<file path="config.mk">
export PLATFORM = sky130hd
export DESIGN_NAME = apb3_dbg_slave
export DESIGN_NICKNAME = d
export VERILOG_FILES = /design/src/rtl/apb3_dbg_pkg.sv /design/src/rtl/apb3_dbg_regfile.sv /design/src/rtl/apb3_dbg_slave.sv
export SDC_FILE = /design/constraint.sdc
export NUM_CORES = 1
export LEC_CHECK = 0
export ABC_AREA = 0
export ABC_CLOCK_PERIOD_IN_PS = 4880
export CORE_MARGIN = 5
export CORE_UTILIZATION = 42
export CTS_CLUSTER_DIAMETER = 200
export CTS_CLUSTER_SIZE = 20
export DETAILED_ROUTE_END_ITERATION = 16
export PLACE_DENSITY = 0.86
export SLEW_MARGIN = 30
export SYNTH_ARGS = -nofsm -noshare
export SYNTH_HDL_FRONTEND = slang
export SYNTH_SLANG_ARGS = --single-unit
</file>
<file path="constraint.sdc">
create_clock -name clk -period 4.88 [get_ports clk]
set_input_delay 0.732 -clock clk [delete_from_list [all_inputs] [get_ports clk]]
set_output_delay 0.732 -clock clk [all_outputs]
set_load 0.02 [all_outputs]
</file>
<file path="src/rtl/apb3_dbg_pkg.sv">
// apb3_dbg_pkg: shared constants and types for the APB3 debug completer.
// Register offsets, DCTRL/DSTATUS bit positions, FSM states, wait-count type.
package apb3_dbg_pkg;

  localparam int unsigned OFF_DCTRL   = 32'h000;
  localparam int unsigned OFF_DSTATUS = 32'h004;
  localparam int unsigned OFF_DPC     = 32'h008;
  localparam int unsigned OFF_SCRATCH = 32'h00C;
  localparam int unsigned OFF_WAITCFG = 32'h010;

  localparam int DCTRL_HALT    = 0;
  localparam int DCTRL_RESUME  = 1;
  localparam int DCTRL_STEP    = 2;
  localparam int DSTAT_HALTED  = 0;
  localparam int DSTAT_RUNNING = 1;

  typedef enum logic {
    IDLE,
    ACCESS
  } state_e;

  typedef logic [3:0] wcnt_t;

endpackage

</file>
<file path="src/rtl/apb3_dbg_regfile.sv">
// apb3_dbg_regfile: decode, error classification, storage, read mux, W1P pulses.
// In: clk_i, rst_i, paddr_i, pwrite_i, pwdata_i, done_i (completing cycle),
//     cpu_halted_i, cpu_pc_i. Out: rdata_o, err_o, halt_req_o, resume_o,
//     step_o, limit_o (wait-state limit). Macro APB3_DBG_WAITCFG_EN adds WAITCFG.
module apb3_dbg_regfile
  import apb3_dbg_pkg::*;
#(
  parameter int ADDR_WIDTH  = 12,
  parameter int DATA_WIDTH  = 32,
  parameter int WAIT_STATES = 0
) (
  input  logic                  clk_i,
  input  logic                  rst_i,
  input  logic [ADDR_WIDTH-1:0] paddr_i,
  input  logic                  pwrite_i,
  input  logic [DATA_WIDTH-1:0] pwdata_i,
  input  logic                  done_i,
  input  logic                  cpu_halted_i,
  input  logic [31:0]           cpu_pc_i,
  output logic [DATA_WIDTH-1:0] rdata_o,
  output logic                  err_o,
  output logic                  halt_req_o,
  output logic                  resume_o,
  output logic                  step_o,
  output wcnt_t                 limit_o
);

  logic                  halt_q;
  logic                  resume_q;
  logic                  step_q;
  logic [DATA_WIDTH-1:0] scratch_q;
  logic                  sel_dctrl;
  logic                  sel_scratch;
  logic                  sel_wcfg;
  logic                  hit;
  logic                  ro;
  logic                  wr;

`ifdef APB3_DBG_WAITCFG_EN
  wcnt_t waitcfg_q;
`endif

  // Offsets are word aligned, so a misaligned address never matches an
  // item and lands in the default (unmapped) branch.
  always_comb begin
    hit         = 1'b1;
    ro          = 1'b0;
    sel_dctrl   = 1'b0;
    sel_scratch = 1'b0;
    sel_wcfg    = 1'b0;
    rdata_o     = '0;
    unique case (1'b1)
      paddr_i == ADDR_WIDTH'(OFF_DCTRL): begin
        sel_dctrl           = 1'b1;
        rdata_o[DCTRL_HALT] = halt_q;
      end
      paddr_i == ADDR_WIDTH'(OFF_DSTATUS): begin
        ro                     = 1'b1;
        rdata_o[DSTAT_HALTED]  = cpu_halted_i;
        rdata_o[DSTAT_RUNNING] = !cpu_halted_i;
      end
      paddr_i == ADDR_WIDTH'(OFF_DPC): begin
        ro      = 1'b1;
        rdata_o = DATA_WIDTH'(cpu_pc_i);
      end
      paddr_i == ADDR_WIDTH'(OFF_SCRATCH): begin
        sel_scratch = 1'b1;
        rdata_o     = scratch_q;
      end
`ifdef APB3_DBG_WAITCFG_EN
      paddr_i == ADDR_WIDTH'(OFF_WAITCFG): begin
        sel_wcfg = 1'b1;
        rdata_o  = DATA_WIDTH'(waitcfg_q);
      end
`endif
      default: hit = 1'b0;
    endcase
  end

  assign err_o = !hit || (ro && pwrite_i);
  assign wr    = done_i && pwrite_i && !err_o;

  always_ff @(posedge clk_i or posedge rst_i) begin
    if (rst_i) begin
      halt_q    <= 1'b0;
      resume_q  <= 1'b0;
      step_q    <= 1'b0;
      scratch_q <= '0;
    end else begin
      resume_q <= wr && sel_dctrl && pwdata_i[DCTRL_RESUME];
      step_q   <= wr && sel_dctrl && pwdata_i[DCTRL_STEP];
      if (wr && sel_dctrl) halt_q <= pwdata_i[DCTRL_HALT];
      if (wr && sel_scratch) scratch_q <= pwdata_i;
    end
  end

`ifdef APB3_DBG_WAITCFG_EN
  // New limit lands at the completing edge, so it governs the next transfer.
  always_ff @(posedge clk_i or posedge rst_i) begin
    if (rst_i) waitcfg_q <= wcnt_t'(WAIT_STATES);
    else if (wr && sel_wcfg) waitcfg_q <= pwdata_i[3:0];
  end
  assign limit_o = waitcfg_q;
`else
  assign limit_o = wcnt_t'(WAIT_STATES);
`endif

  assign halt_req_o = halt_q;
  assign resume_o   = resume_q;
  assign step_o     = step_q;

endmodule

</file>
<file path="src/rtl/apb3_dbg_slave.sv">
// apb3_dbg_slave: APB3 completer for the CPU debug port (FSM, wait counter).
// APB: paddr, psel, penable, pwrite, pwdata -> prdata, pready, pslverr.
// Core: cpu_halted, cpu_pc -> dbg_halt_req, dbg_resume, dbg_step.
// Macro APB3_DBG_WAITCFG_EN makes the wait limit programmable (WAITCFG).
module apb3_dbg_slave
  import apb3_dbg_pkg::*;
#(
  parameter int ADDR_WIDTH  = 12,
  parameter int DATA_WIDTH  = 32,
  parameter int WAIT_STATES = 0
) (
  input  logic                  clk,
  input  logic                  rst,
  input  logic [ADDR_WIDTH-1:0] paddr,
  input  logic                  psel,
  input  logic                  penable,
  input  logic                  pwrite,
  input  logic [DATA_WIDTH-1:0] pwdata,
  output logic [DATA_WIDTH-1:0] prdata,
  output logic                  pready,
  output logic                  pslverr,
  input  logic                  cpu_halted,
  input  logic [31:0]           cpu_pc,
  output logic                  dbg_halt_req,
  output logic                  dbg_resume,
  output logic                  dbg_step
);

  state_e                state_q;
  state_e                state_d;
  wcnt_t                 cnt_q;
  wcnt_t                 cnt_d;
  wcnt_t                 limit;
  logic                  rf_err;
  logic [DATA_WIDTH-1:0] rf_rdata;

  apb3_dbg_regfile #(
    .ADDR_WIDTH  (ADDR_WIDTH),
    .DATA_WIDTH  (DATA_WIDTH),
    .WAIT_STATES (WAIT_STATES)
  ) u_rf (
    .clk_i        (clk),
    .rst_i        (rst),
    .paddr_i      (paddr),
    .pwrite_i     (pwrite),
    .pwdata_i     (pwdata),
    .done_i       (pready),
    .cpu_halted_i (cpu_halted),
    .cpu_pc_i     (cpu_pc),
    .rdata_o      (rf_rdata),
    .err_o        (rf_err),
    .halt_req_o   (dbg_halt_req),
    .resume_o     (dbg_resume),
    .step_o       (dbg_step),
    .limit_o      (limit)
  );

  assign pready = (state_q == ACCESS) && psel && penable
                  && (cnt_q == limit);
  assign pslverr = pready && rf_err;
  assign prdata  = (pready && !pwrite && !rf_err) ? rf_rdata : '0;

  always_comb begin
    state_d = state_q;
    cnt_d   = cnt_q;
    unique case (state_q)
      IDLE: begin
        // penable without a prior setup phase is ignored here.
        if (psel && !penable) begin
          state_d = ACCESS;
          cnt_d   = '0;
        end
      end
      ACCESS: begin
        // Dropping psel early aborts: pready never rose, so no commit.
        if (!psel || pready) state_d = IDLE;
        else if (cnt_q < limit) cnt_d = cnt_q + wcnt_t'(1);
      end
      default: state_d = IDLE;
    endcase
  end

  always_ff @(posedge clk or posedge rst) begin
    if (rst) begin
      state_q <= IDLE;
      cnt_q   <= '0;
    end else begin
      state_q <= state_d;
      cnt_q   <= cnt_d;
    end
  end

endmodule

</file>
==> results of run 1 <==
==> worst register-to-register path, cell delays in order, from the launching register on <==
cell	delay, ns
dfrtp_1	0.34
nand4_1	0.17
nor4_4	0.23
buf_4	0.53
mux2_2	0.41
==> cell type report <==
class / count / area [µm²] / area share
clock buffer: 7 / 96.3 / 0.0279
inverter: 1 / 3.75 / 0.00109
multi-input combinational: 118 / 1140 / 0.331
sequential: 36 / 901 / 0.261
tap: 70 / 87.6 / 0.0254
timing repair buffer: 124 / 1220 / 0.353
==> power by group <==
group / internal (µW) / switching, µW / total (µW)
clock network: 126 / 95.0 / 221
logic: 71.6 / 32.7 / 104
registers: 299 / 0.250 / 299
==> how the worst max path moves through the flow <==
| stage | from | end | cells after the start |
|---|---|---|---|
| final | paddr[9] | prdata[16] | 6 |
| after global routing | paddr[9] | prdata[6] | 6 |
| after CTS | paddr[9] | prdata[16] | 6 |
| after detailed placement | paddr[9] | prdata[16] | 6 |
| after global placement | paddr[5] | prdata[18] | 6 |
| after floorplan | paddr[5] | prdata[0] | 5 |
==> routing by layer <==
layer	up-vias	share of wire
li1	862	-
met1	863	0.40
met2	74	0.50
met3	13	0.080
met4	0	0.020
met5	-	0
==> cell usage in the layout (no fill, tap or decap) <==
master             n
and3_1             1
a211oi_1           1
or4_1              1
nand4bb_1          2
nor2b_1            1
or4_4              2
mux2_2             3
nor4_1             2
nand4_1            1
nor4_4             1
inv_1              1
nand2_1            1
o21ai_0            1
dfrtp_1           36
nand3b_1           1
a21boi_0           1
buf_2              1
nor3b_1            1
buf_4              6
mux2_4            30
mux2i_1           30
xor2_1             1
nor2_1             2
clkdlybuf4s50_1  117
and2_1             3
clkbuf_8           7
nor3_1            30
mux4_2             1
a2111oi_0          1
==> stage by stage <==
stage	power, µW	area [µm²]	util	setup slack (ns)
floorplan	337	2140	-	1.79
global placement	407	3360	0.666	1.12
detailed placement	410	3360	0.666	0.977
CTS	633	3450	0.685	0.959
global route	649	3450	0.685	0.699
finish	624	3450	0.685	0.982
==> kinds of logic after synthesis <==
kind of cell | Yosys count
AOI/OAI and AO/OA | 4
xor gates and xnor gates | 1
buffers and inverters | 16
DFF | 36
muxes | 64
and+or+nand+nor | 49
==> registers in the layout (all words and copies together), names as in the netlist <==
signal	cells
state_q	1
u_rf.halt_req_o	1
u_rf.resume_o	1
u_rf.step_o	1
u_rf.scratch_q	32
==> out/qor.yml, run 1 <==
placed_design:
  dp_hpwl_mm: 4.55
  dp.cells: 349
  port_buffers: 118
  gp_congestion: 0.768
routing:
  drtIter0Drc: 61
  first_pass_iters: 4
  wl_per_cell_um: 16.2
  via_per_inst: 5.09
  num_vias: 1812
  wl_mm: 5.78
  antenna_left: 0
  drc: 0
timing:
  setup_viol: 0
  holdWs_ns: 0.512
  hold_viol: 0
  clock.fmax_mhz: 257
  timing.final.crit_share: 0.799
  rsz0062_at_grt: "false"
  finalMaxSlewViolations: 0
  fin_setup_tns_ns: 0
  min_period_ns: 3.90
  max_slew_margin: 0.611
  skew_ns: 0.00323
  tightest_slew_ns: 0.584
critical_path:
  crit_chain: "clkdlybuf4s50_1 > nor4_1 > nand2_1 > buf_4 > nor3_1 > clkdlybuf4s50_1"
  worstPathMaxFanout: 17
  cpMostUsedCell: "clkdlybuf4s50_1"
  endpoint_kind: "primary output"
  r2r_start: "state_q"
  worstPathArrival_ns: 3.17
  max_stage_delay_ns: 0.66
  rrSetupSlack_ns: 3.08
  worst-r2r-cell-count: 4
  path_buf_inv: 3
  critical_path_required_ns: 4.15
  cp_slowest_cell: "clkdlybuf4s50_1"
  path_class: "in -> out"
  critPathTopFamily: "buffers and inverters"
  crit_path_start_kind: "primary input"
  r2r-end: "u_rf.scratch_q[13]"
synth:
  synthCells: 170
  synth_adder_area_share: 0
  synth-edff-count: 0
  synth_top_family_by_area: "multiplexers"
  synth_top_area_cell: "dfrtp_1"
  synth_area_um2: 2140
  synth_xor_area_frac: 0.00409
  synthArstFlopShare: 1.00
  ys.flop_type: "dfrtp_1"
  syn_avg_cell_area_um2: 12.6
  synth_top_area_share: 0.421
  synth-simple-area-share: 0.140
  synth.area.mux_share: 0.377
  synth.net_count: 252
  netlist_top_cells_area: "dfrtp_1 (42%), mux2_4 (21%), mux2i_1 (14%)"
  synthTopCellsByCount: "dfrtp_1 (36), mux2_4 (30), mux2i_1 (30), nor3_1 (30), clkbuf_1 (9)"
  synth_compound_area_frac: 0.0135
  synth_cell_types: 29
  ys_ff_latch: 36
  synth-seq-area-share: 0.421
  post-synth-top-count-cell: "dfrtp_1"
  yosysWarnings: 0
floorplanning:
  die_y_um: 81.4
  ioPinCount: 119
  initial_utilization: 0.424
  rows: 26
  dieWidth_um: 81.4
  die_area_um2: 6620
  coreArea_um2: 5040
min_path:
  min_path_cells: 1
  min_to: "u_rf.scratch_q[2]"
  hp-start: "u_rf.scratch_q[2]"
  hold_class: "reg -> reg"
clock_tree:
  clockBufferDepth: 2
  cts_setup_buffers: 0
  postCtsResizedCells: 0
  htreeDepth: 2
  cts_hold_buf: 0
  cts-root-buf: "clkbuf_8"
  clock_latency_ns: 0.27
  cts_tree: "built"
  clkTransAtPathRegs_ns: 0.07
  clock_sinks: 36
  cts_buffers: 5
global_route:
  grt_pass1_vias: 1918
  grt_pass1_wl_mm: 9.04
  grt_max_degree: 37
  met3_usage: 0.0477
  track_usage: 0.176
  use_met2: 0.302
  use_met1: 0.215
  grt-busiest-layer: "met2"
  grt-ovfl-total: 0
  antenna_found_initial: 0
layout:
  fillers: 395
  nNetsFinal: 368
  syn_to_final_growth_pct: 61.5
  drive_above_1_share: 0.178
  diodes: 0
  instances_no_fill: 356
status:
  outcome: "complete, no violations"
power:
  power.density_nw_per_um2: 181
  irDropWorstVdd_mv: 0.104
  p_leak_uw: 0.00147
run:
  maxCapViolations: 0
Note: power is estimated with default switching activity, not from simulation.
==> inputs of run 2 (changes only) <==
--- a/config.mk
+++ b/config.mk
@@ -6,13 +6,13 @@
 export NUM_CORES = 1
 export LEC_CHECK = 0
 export ABC_AREA = 0
-export ABC_CLOCK_PERIOD_IN_PS = 4880
+export ABC_CLOCK_PERIOD_IN_PS = 3850
 export CORE_MARGIN = 5
-export CORE_UTILIZATION = 42
+export CORE_UTILIZATION = 39
 export CTS_CLUSTER_DIAMETER = 200
 export CTS_CLUSTER_SIZE = 20
 export DETAILED_ROUTE_END_ITERATION = 16
-export PLACE_DENSITY = 0.86
+export PLACE_DENSITY = 0.81
 export SLEW_MARGIN = 30
 export SYNTH_ARGS = -nofsm -noshare
 export SYNTH_HDL_FRONTEND = slang
==> constraint.sdc (replaced) <==
create_clock -name clk -period 3.85 [get_ports clk]
set_input_delay 0.5775 -clock clk [delete_from_list [all_inputs] [get_ports clk]]
set_output_delay 0.5775 -clock clk [all_outputs]
set_load 0.02 [all_outputs]
==> out/qor.yml, run 2 (synthesis results as in run 1) <==
status:
  outcome: "complete, no violations"
critical_path:
  cp_slowest_cell: "clkdlybuf4s50_1"
  critical_path_required_ns: 3.27
  r2r-end: "u_rf.scratch_q[13]"
  crit_path_start_kind: "primary input"
  r2r_start: "state_q"
  path_class: "in -> out"
  max_stage_delay_ns: 0.64
  rrSetupSlack_ns: 2.03
  cpMostUsedCell: "clkdlybuf4s50_1"
  worstPathMaxFanout: 17
  crit_chain: "clkdlybuf4s50_1 > or4_4 > nand4bb_1 > buf_4 > nor3_1 > clkdlybuf4s50_1"
  worstPathArrival_ns: 2.91
  worst-r2r-cell-count: 4
  endpoint_kind: "primary output"
timing:
  finalMaxSlewViolations: 0
  max_slew_margin: 0.611
  holdWs_ns: 0.510
  timing.final.crit_share: 0.906
  fin_setup_tns_ns: 0
  min_period_ns: 3.49
  skew_ns: 0.00660
  hold_viol: 0
  clock.fmax_mhz: 287
  setup_viol: 0
  rsz0062_at_grt: "false"
  tightest_slew_ns: 0.584
layout:
  nNetsFinal: 369
  syn_to_final_growth_pct: 61.9
  drive_above_1_share: 0.181
  regArea_um2: 901
  regMostFlops: "u_rf.scratch_q"
  most-common-layout-cells: "clkdlybuf4s50_1 (117), dfrtp_1 (36), mux2_4 (30), mux2i_1 (30), nor3_1 (30)"
  layout_commonest_cell: "clkdlybuf4s50_1"
  largest_register_ffs: 32
  fillers: 453
  multiInputGateArea_um2: 1140
  diodes: 0
power:
  power.density_nw_per_um2: 230
  irDropWorstVdd_mv: 0.122
  clkPwrFrac: 0.358
  swShare: 0.210
  sequentialPowerShare: 0.476
  p_sw_uw: 168
  power.internal_uw: 629
  p_leak_uw: 0.00147
  p_comb_frac: 0.166
clock_tree:
  clockBufferDepth: 2
  cts-root-buf: "clkbuf_8"
  cts_buffers: 5
  clock_sinks: 36
  cts_tree: "built"
  postCtsResizedCells: 0
  cts_setup_buffers: 0
  clock_latency_ns: 0.28
  clkTransAtPathRegs_ns: 0.07
  htreeDepth: 2
  cts_hold_buf: 0
min_path:
  min_path_cells: 1
  hp-start: "u_rf.scratch_q[1]"
  min_to: "u_rf.scratch_q[1]"
  hold_class: "reg -> reg"
routing:
  drc: 0
  first_pass_iters: 4
  wl_per_cell_um: 16.4
  wl_mm: 5.88
  antenna_left: 0
  num_vias: 1785
  via_per_inst: 4.97
  drtIter0Drc: 58
global_route:
  met3_usage: 0.0543
  grt_pass1_vias: 1922
  grt-busiest-layer: "met2"
  use_met1: 0.203
  grt-ovfl-total: 0
  track_usage: 0.165
  grt_max_degree: 37
  use_met2: 0.281
  grt_pass1_wl_mm: 9.39
  antenna_found_initial: 0
floorplanning:
  coreArea_um2: 5410
  initial_utilization: 0.396
  dieWidth_um: 84.1
  die_area_um2: 7070
  rows: 27
  die_y_um: 84.1
  ioPinCount: 119
placed_design:
  port_buffers: 118
  gp_congestion: 0.769
  dp_hpwl_mm: 4.49
run:
  maxCapViolations: 0
## run 2: cell types whose count changed in the layout (fill, tap and decap cells not counted)
| cell | previous run | this run |
|---|---|---|
| buf_4 | 6 | 7 |
## run 2: per-layer routing
metal	vias to the layer above	share of wire
met5	-	0
met4	0	0.0058
met3	5	0.074
met2	67	0.49
met1	851	0.43
li1	862	-
## run 2: worst max path at each step
stage | start | to
after floorplan | paddr[5] | prdata[0]
after global placement | paddr[5] | prdata[13]
after detailed placement | paddr[5] | prdata[23]
after CTS | paddr[5] | prdata[25]
after global routing | paddr[5] | prdata[20]
final | paddr[5] | prdata[2]
## run 2: area by class of cell
type,instances,area share
clock buffer,7,0.0278
sequential,36,0.260
inverter,1,0.00108
multi-input combinational,118,0.330
tap,72,0.0260
timing repair buffer,125,0.355
## run 2: worst max-delay path: cells and delay by family
kind	cells	cell delay, ns
buffers and inverters	3	1.27
and+or+nand+nor	3	1.04
## run 2: power groups by stage
stage          clock, µW  sequential [µW]  combinational [µW]
2_1_floorplan          0              386                41.2
3_3_place_gp           0              386                 130
3_5_place_dp           0              386                 134
4_1_cts              295              379                 134
5_1_grt              315              379                 142
6_report             285              379                 132
## run 2: per-stage QoR
step                power (µW)  cells  cell area [µm²]   util  setup WS [ns]
global route               836    359             3460  0.641          0.230
CTS                        808    359             3460  0.641          0.355
floorplan                  427    170             2140      -           1.07
detailed placement         520    352             3370  0.623          0.364
global placement           516    352             3370  0.623          0.428
finish                     796    359             3460  0.641          0.361
